File: config.mk
export PLATFORM = sky130hd
export DESIGN_NAME = ps2_editor_campos
export DESIGN_NICKNAME = d
export VERILOG_FILES = /design/src/rtl/ps2_editor_campos_pkg.sv /design/src/rtl/ps2_filtro_prefijo.sv /design/src/rtl/ps2_editor_campos.sv
export SDC_FILE = /design/constraint.sdc
export NUM_CORES = 1
export LEC_CHECK = 0
export BUFFER_PORTS_ARGS = -buffer_cell sky130_fd_sc_hd__buf_2
export CAP_MARGIN = 20
export CELL_PAD_IN_SITES_DETAIL_PLACEMENT = 1
export CELL_PAD_IN_SITES_GLOBAL_PLACEMENT = 2
export CORE_MARGIN = 8
export CORE_UTILIZATION = 36
export CTS_BUF_LIST = sky130_fd_sc_hd__clkbuf_8
export DETAILED_ROUTE_END_ITERATION = 10
export GPL_TIMING_DRIVEN = 0
export HOLD_SLACK_MARGIN = 0.08
export PLACE_DENSITY_LB_ADDON = 0.1
export SETUP_SLACK_MARGIN = 0.02
export SLEW_MARGIN = 40
export SYNTH_ARGS = -nofsm -noshare
export SYNTH_HDL_FRONTEND = slang
export SYNTH_SLANG_ARGS = --single-unit
File: constraint.sdc
create_clock -name clk -period 3.2 [get_ports clk]
set_input_delay 0.32 -clock clk [delete_from_list [all_inputs] [get_ports clk]]
set_output_delay 0.32 -clock clk [all_outputs]
set_load 0.03 [all_outputs]
File: src/rtl/ps2_editor_campos_pkg.sv
// Shared PS/2 set-2 scancodes, editor state encoding and key-decode helpers
// for the numeric field editor.
package ps2_editor_campos_pkg;

    localparam logic [7:0] PS2_BRK   = 8'hF0;
    localparam logic [7:0] PS2_EXT   = 8'hE0;

    localparam logic [7:0] PS2_D0    = 8'h45;
    localparam logic [7:0] PS2_D1    = 8'h16;
    localparam logic [7:0] PS2_D2    = 8'h1E;
    localparam logic [7:0] PS2_D3    = 8'h26;
    localparam logic [7:0] PS2_D4    = 8'h25;
    localparam logic [7:0] PS2_D5    = 8'h2E;
    localparam logic [7:0] PS2_D6    = 8'h36;
    localparam logic [7:0] PS2_D7    = 8'h3D;
    localparam logic [7:0] PS2_D8    = 8'h3E;
    localparam logic [7:0] PS2_D9    = 8'h46;

    localparam logic [7:0] PS2_F1    = 8'h05;
    localparam logic [7:0] PS2_F2    = 8'h06;
    localparam logic [7:0] PS2_F3    = 8'h04;
    localparam logic [7:0] PS2_F4    = 8'h0C;

    localparam logic [7:0] PS2_ENTER = 8'h5A;
    localparam logic [7:0] PS2_ESC   = 8'h76;
    localparam logic [7:0] PS2_BKSP  = 8'h66;

    typedef enum logic {
        S_IDLE = 1'b0,
        S_EDIT = 1'b1
    } estado_t;

    typedef struct packed {
        logic       valido;
        logic [3:0] valor;
    } digito_t;

    function automatic digito_t decode_digito(input logic [7:0] code);
        digito_t d;
        d = '0;
        d.valido = 1'b1;
        case (code)
            PS2_D0:  d.valor = 4'd0;
            PS2_D1:  d.valor = 4'd1;
            PS2_D2:  d.valor = 4'd2;
            PS2_D3:  d.valor = 4'd3;
            PS2_D4:  d.valor = 4'd4;
            PS2_D5:  d.valor = 4'd5;
            PS2_D6:  d.valor = 4'd6;
            PS2_D7:  d.valor = 4'd7;
            PS2_D8:  d.valor = 4'd8;
            PS2_D9:  d.valor = 4'd9;
            default: d = '0;
        endcase
        return d;
    endfunction

    // Returns k for key F<k>, 0 for anything that is not F1..F4.
    function automatic logic [2:0] decode_tecla_f(input logic [7:0] code);
        logic [2:0] k;
        case (code)
            PS2_F1:  k = 3'd1;
            PS2_F2:  k = 3'd2;
            PS2_F3:  k = 3'd3;
            PS2_F4:  k = 3'd4;
            default: k = 3'd0;
        endcase
        return k;
    endfunction

endpackage

File: src/rtl/ps2_filtro_prefijo.sv
// Strips F0 (break) and E0 (extended) prefixes from the scancode stream and
// emits a registered one-cycle make_tick for each plain or extended make code.
module ps2_filtro_prefijo
    import ps2_editor_campos_pkg::*;
(
    input  logic       clk,
    input  logic       rst,
    input  logic       rx_done_tick,
    input  logic [7:0] dout,
    output logic       make_tick,
    output logic [7:0] make_code,
    output logic       make_ext
);

    logic brk_pend;
    logic ext_pend;

    always_ff @(posedge clk) begin
        if (rst) begin
            brk_pend  <= 1'b0;
            ext_pend  <= 1'b0;
            make_tick <= 1'b0;
            make_code <= 8'h00;
            make_ext  <= 1'b0;
        end else begin
            make_tick <= 1'b0;
            if (rx_done_tick) begin
                if (dout == PS2_BRK) begin
                    brk_pend <= 1'b1;
                end else if (dout == PS2_EXT) begin
                    ext_pend <= 1'b1;
                end else begin
                    // A byte following F0 is a key release and never reaches the editor.
                    make_tick <= ~brk_pend;
                    make_code <= dout;
                    make_ext  <= ext_pend;
                    brk_pend  <= 1'b0;
                    ext_pend  <= 1'b0;
                end
            end
        end
    end

endmodule

File: src/rtl/ps2_editor_campos.sv
// Keyboard-driven numeric editor: F-keys pick a field, digits accumulate a
// decimal value, Enter commits it into the field register bank.
module ps2_editor_campos
    import ps2_editor_campos_pkg::*;
#(
    parameter int NUM_CAMPOS = 3,
    parameter int ANCHO      = 5,
    parameter int VALOR_MAX  = (1 << ANCHO) - 1
) (
    input  logic                        clk,
    input  logic                        rst,
    input  logic                        rx_done_tick,
    input  logic [7:0]                  dout,
    output logic [NUM_CAMPOS*ANCHO-1:0] campos,
    output logic [1:0]                  campo_activo,
    output logic                        editando,
    output logic                        datos_listos,
    output logic                        error
);

    localparam int AW = ANCHO + 4;

    logic                        make_tick;
    logic [7:0]                  make_code;
    logic                        make_ext;

    estado_t                     state, state_n;
    logic [ANCHO-1:0]            acc, acc_n;
    logic [1:0]                  campo_n;
    logic [NUM_CAMPOS*ANCHO-1:0] campos_n;
    logic                        error_n;
    logic                        listo_n;

    digito_t                     dig;
    logic [2:0]                  tecla_f;
    logic                        tecla_f_ok;
    logic [AW-1:0]               acc_ext;
    logic [AW-1:0]               nxt;

    ps2_filtro_prefijo u_filtro (
        .clk          (clk),
        .rst          (rst),
        .rx_done_tick (rx_done_tick),
        .dout         (dout),
        .make_tick    (make_tick),
        .make_code    (make_code),
        .make_ext     (make_ext)
    );

    always_ff @(posedge clk) begin
        if (rst) begin
            state        <= S_IDLE;
            acc          <= '0;
            campo_activo <= 2'd0;
            campos       <= '0;
            error        <= 1'b0;
            datos_listos <= 1'b0;
        end else begin
            state        <= state_n;
            acc          <= acc_n;
            campo_activo <= campo_n;
            campos       <= campos_n;
            error        <= error_n;
            datos_listos <= listo_n;
        end
    end

    always_comb begin
        state_n    = state;
        acc_n      = acc;
        campo_n    = campo_activo;
        campos_n   = campos;
        error_n    = error;
        listo_n    = 1'b0;

        dig        = decode_digito(make_code);
        tecla_f    = decode_tecla_f(make_code);
        tecla_f_ok = (tecla_f != 3'd0) && (int'(tecla_f) <= NUM_CAMPOS);
        acc_ext    = {4'b0000, acc};
        nxt        = (acc_ext << 3) + (acc_ext << 1) + AW'(dig.valor);

        // Extended codes (E0 xx) are never editor keys, so they fall through untouched.
        if (make_tick && !make_ext) begin
            if (tecla_f_ok) begin
                state_n = S_EDIT;
                campo_n = 2'(tecla_f - 3'd1);
                acc_n   = '0;
                error_n = 1'b0;
            end else if (state == S_EDIT) begin
                if (dig.valido) begin
                    if (nxt <= AW'(VALOR_MAX)) begin
                        acc_n = nxt[ANCHO-1:0];
                    end else begin
                        error_n = 1'b1;
                    end
                end else if (make_code == PS2_BKSP) begin
                    acc_n = ANCHO'(acc_ext / AW'(10));
                end else if (make_code == PS2_ENTER) begin
                    for (int k = 0; k < NUM_CAMPOS; k++) begin
                        if (campo_activo == 2'(k)) begin
                            campos_n[k*ANCHO +: ANCHO] = acc;
                        end
                    end
                    listo_n = 1'b1;
                    state_n = S_IDLE;
                end else if (make_code == PS2_ESC) begin
                    state_n = S_IDLE;
                end
            end
        end
    end

    assign editando = (state == S_EDIT);

endmodule
### Word level (Yosys, flattened, before mapping)

Cells that the tools add are included.

| storage, ports and cells | value |
|---|---|
| output and inout port bits | 20 |
| bits in registers | 37 |
| word-level logic and storage cells | 94 |
| input bits | 11 |

| cells by class | value |
|---|---|
| multiplexer cells | 22 |
| div/mod/pow operators | 1 |
| add/subtract/negate cells | 3 |
| bitwise logic cells | 9 |
| reductions and logical operators | 20 |
| $lt $le $gt $ge | 2 |
| eq/ne operators | 24 |

Operator list:

| operator | count |
|---|---|
| == test 8 x 6 -> 1 bit, second input constant | 6 |
| == test 8 x 7 -> 1 bit, second input constant | 5 |
| case mux 4 bit (9 select lines) | 1 |
| two-way mux 5 bit | 5 |
| == test 8 x 3 -> 1 bit, second input constant | 3 |
| AND reduction 7 bit | 3 |
| == test 8 x 5 -> 1 bit, second input constant | 2 |
| == test 8 bit, second input constant | 2 |
| two-way mux 1 bit | 15 |
| case mux 3 bit (4 select lines) | 1 |
| OR reduction 10 bit | 1 |
| adder 8 x 6 -> 9 bit | 1 |
| adder 9 x 4 -> 9 bit | 1 |
| divider 5 x 4 -> 9 bit, second input constant | 1 |
| <= comparator 9 x 5 -> 1 bit, second input constant | 1 |
| NOT 1 bit | 9 |
| == test 8 x 4 -> 1 bit, second input constant | 1 |
| AND reduction 4 bit | 2 |
| AND reduction 2 bit | 3 |
| nonzero test 3 bit | 2 |
| OR reduction 6 bit | 1 |
| nonzero test 2 bit | 2 |
| OR reduction 4 bit | 1 |
| <= comparator 3 x 2 -> 1 bit, second input constant | 1 |
| other kinds (10) | 11 |

### Logic depth before layout (Yosys ltp)

| logic depth | value |
|---|---|
| word-level depth | 8 |
| gate-level depth with buffers | 13 |
| gate-level depth less buffers | 13 |

### Hierarchy

From an unflattened synthesis, not the netlist that was laid out.

| unflattened totals | value |
|---|---|
| cells, all modules | 239 |
| area total of the unflattened synthesis | 2209.6 sq um |

By module, submodules not included:

| module | instances | sequential area each (sq um) | cells an instance | area each (sq um) |
|---|---|---|---|---|
| ps2_editor_campos | 1 | 500.5 | 189 | 1724.2 |
| ps2_filtro_prefijo | 1 | 240.2 | 50 | 485.5 |

### Least setup slack after synthesis

Ideal clock, no wire load.

| timing | value |
|---|---|
| path type | flip-flop to flip-flop |
| start point | register u_filtro.make_code[2] |
| end point | register acc[1] |
| cell stages (with the launch flop) | 12 |
| arrival | 2903 ps |
| required time | 3130 ps |
| setup time | 70 ps |
| path buffers | 0 |
| period minus slack after synthesis | 2974 ps |
| setup slack | 226 ps |
| path through | dfxtp_1 -> nor3b_4 -> nand2_1 -> or3_1 -> o21ai_0 -> fa_1 -> fa_1 -> and4b_1 -> o21ai_1 -> a221o_1 -> a21boi_1 -> o21bai_1 |

| on the way | value |
|---|---|
| cells in the longest elaborated chain, start to end | 7 |
| elaborated cells on any way between the ends | 32 |
| classes of those cells | add/sub (1); order compare (2); eq/ne (16); mux (7); reduce/logical (6) |

RTL lines:

| what | RTL line | source |
|---|---|---|
| from (decl) | ps2_filtro_prefijo.sv:11 | `output logic [7:0] make_code,` |
| from (signal assigned) | ps2_filtro_prefijo.sv:35 | `make_code <= dout;` |
| branches (longest 7 deep; another with adder 9 x 4 -> 9 bit) | - |  |
| to (signal assigned) | ps2_editor_campos.sv:60 | `acc <= acc_n;` |
| to (decl) | ps2_editor_campos.sv:28 | `logic [ANCHO-1:0] acc, acc_n;` |

Parallel ways; which one is timed is not known. The select of a mux whose other input is x is not followed.
A chain may end at the register's enable or synchronous reset.

### Worst setup path after layout

| timing | value |
|---|---|
| start point | register u_filtro.make_code[0] |
| end point | register acc[1] |

The elaborated chain is that of the path after synthesis.

==> summary.md <==
| Metric | Value |
|---|---|
| Outcome | `completed` |
| Share of layout cells above drive strength 1 | `between 20% and 30%` |
| CTS tree | `done` |
| GRT Total Usage | `13.5%` |
| Clock buffer depth | `2` |
| Leakage | `1.06 nW` |
| Synth cell types | `53` |
| Vias in the first global route | `1957` |
| First-pass GRT wire length | `~9.5 mm` |
| Cell Area, Synth | `2110 sq um` |
| Initial antenna violation count | `0` |
| DP Wirelength | `4.28 mm` |
| Worst slew margin | `a little under two thirds` |
| Most frequent cells in the layout | `dfxtp_1 (32), nor2_1 (31), buf_2 (30)` |
| Post-synthesis adder-cell area fraction | `9.61%` |
| Yosys warnings | `0` |
| Area after DPL | `2350 sq um` |
| Routed length per instance | `about 16 um` |
| WS Path Type | `reg2reg` |
| H-tree depth | `2` |
| Worst r2r src | `u_filtro.make_code[0]` |
| Final core occ | `43.8%` |
| Syn_area_per_cell | `roughly 9.1 sq um` |
| Syn_nets | `258` |
| Max Clock Skew | `0.00788 ns` |
| Syn Inst Count | `around 230` |
| Pwr Density | `358 nW/um^2` |
| Max-slew violations | `0` |
| Area share of xor/xnor cells in the synthesized design | `under 10%` |
| Sink Count | `37` |
| Critical Path Fanout Max | `7` |
| Crit path time final | `approximately 3.0 ns` |
| Fmax | `328 MHz` |
| Worst min path class | `in2reg` |
| CP endpoint kind | `flip-flop` |
| Final nets | `299` |
| Filler Cells Inserted | `708` |
| Async set-reset flop share out of synthesis | `0%` |
| Routability congestion estimate | `about 0.79` |
| Largest family of logic cells by synthesized area | `simple AND/OR/NAND/NOR gates` |
| Initial core utilization | `36.5%` |
| Worst EP required | `3.42 ns` |
| Worst slack at placement | `-0.183 ns` |
| Period utilization | `95.3%` |
| #FFs+latches synth | `37` |
| Pwr Total | `0.000905 W` |
| Area occupied by multi-input gates | `1310 sq um` |
| Initial DRC Count | `47` |
| Worst Hold Launch | `rst` |
| Die area | `8570 sq um` |
| Largest net degree at the start of global routing | `14` |
| Total grt overflow | `0` |
| Chip width | `92.6 um` |
| Worst-Margin Slew | `0.544 ns` |
| Routed wire length | `5.55 mm` |
| Total CTS buffers | `5` |
| Clk_lat worst skew | `0.29 ns` |
| Max-Cap Viols | `0` |
| Die Height | `92.6 um` |
| Fin cells | `349` |
| Clock transition at path regs | `0.08 ns` |
| Commonest non-fill, non-tap cell in the layout | `dfxtp_1` |
| Row count | `28` |
| CP arrival | `3.27 ns` |
| Area Overhead vs Synth | `19.9%` |
| EDFF count, synth | `0` |
| 1st-pass router iterations | `4` |
| RSZ-0062 raised after global routing | `no` |
| Post-route setup slack | `0.152 ns` |
| Final Cell Area | `between 2000 and 3000 sq um` |
| Register area | `754 sq um` |
| Fin. Hold Viols | `0` |
| CP Launch Point | `u_filtro.make_code[0]` |
| Core Footprint | `between 5000 and 6000 sq um` |
| CP Launch Type | `flip-flop` |
| Hold Buf Count CTS | `0` |
| N_diodes | `0` |
| Synth Area in Compound Gates | `11.4%` |
| Root Driver | `clkbuf_8` |
| Simple-gate share of the synthesized area | `28.1%` |
| Cells after DPL | `336` |
| PortBufs | `29` |
| Flop2flop setup slack | `0.15 ns` |
| Via count | `1815` |
| Seq/Total Area, Yosys | `35.1%` |
| Main synth FF type | `dfxtp_1` |
| IO Pins | `31` |
| VDD IR-drop max | `0.000208 V` |
| # setup viols final | `0` |
| Mux cell area share after synthesis | `about a tenth` |
| Final ANT Viol Nets | `0` |
| Vias per std cell | `5.20` |
| DRC | `0` |
-- metrics by stage --
stage	setup TNS, ns	hold slack (ns)
2_1_floorplan	0	0.402
3_3_place_gp	-0.745	0.432
3_5_place_dp	-0.840	0.428
4_1_cts	0	0.225
5_1_grt	0	0.222
6_report	0	0.230
-- repair_timing --
item | in CTS | in global routing
endpoints found under the setup margin | 6 | 6
buffers inserted | 1 | 4
pin swaps | 1 | 3
gates resized for setup | 6 | 15
-- sequential cells by signal, summed over array words and instances (netlist names) --
name / cells
error: 1
campo_activo: 2
u_filtro.make_ext: 1
u_filtro.ext_pend: 1
u_filtro.make_tick: 1
u_filtro.brk_pend: 1
acc: 5
datos_listos: 1
editando: 1
campos: 15
u_filtro.make_code: 8
-- synthesized netlist by cell type, types with 4 or more instances --
master | instances | share of area (%)
or3_1 | 4 | 1.2
o21ai_1 | 5 | 1.2
o21ai_0 | 4 | 0.95
nand2b_1 | 4 | 1.2
a21oi_1 | 10 | 2.4
dfxtp_1 | 37 | 35
nor2_1 | 31 | 5.5
mux2i_1 | 21 | 10
nor3_1 | 7 | 1.7
inv_1 | 7 | 1.2
ha_1 | 13 | 7.7
nand2_1 | 23 | 4.1
nand3_1 | 8 | 1.9
-- power breakdown --
group	switching, W	leakage [nW]	internal (W)
combinational	0.0000511	0.714	0.0000397
clock	0.000179	0.0445	0.000155
sequential	0.0000119	0.303	0.000468
total	0.000242	1.06	0.000662
-- final cells by class --
| cell class | count | share of cell area [%] |
|---|---|---|
| clock buffer | 5 | 2.72 |
| buffer | 8 | 2.67 |
| inverter | 8 | 1.19 |
| sequential | 37 | 29.8 |
| clock inverter | 3 | 0.841 |
| timing repair buffer | 34 | 7.22 |
| multi-input combinational | 179 | 51.8 |
| tap | 75 | 3.71 |
-- critical path: stages, from the launching register on --
cell and delay, ns:
dfxtp_1 0.38, nand2b_2 0.25, or3_1 0.38, o21ai_2 0.10, fa_2 0.49, fa_2 0.41, and4b_1 0.30, o21ai_4 0.08
a221o_1 0.31, a21boi_1 0.15, o21bai_1 0.12
-- path summary, 6_finish.rpt --
path,to,depth (start not counted)
setup / recovery,acc[1],10
hold / removal,datos_listos,2
setup reg to reg,acc[1],10
hold reg to reg,u_filtro.make_tick,1
-- kinds of logic after synthesis --
| group | after synthesis |
|---|---|
| AND/OR/NAND/NOR | 102 |
| AO/OA/AOI/OAI | 37 |
| flip-flops | 37 |
| multiplexers | 21 |
| buffers and inverters | 16 |
| adder cells (fa/ha/maj) | 15 |
| XOR/XNOR | 4 |
-- layer usage --
metal	GRT usage, %	part of all wire [%]
met1	15.7	45
met2	24.6	51
met3	3.48	3.4
met4	1.88	0.22
met5	0	0
Power figures use the tool's default switching activity.
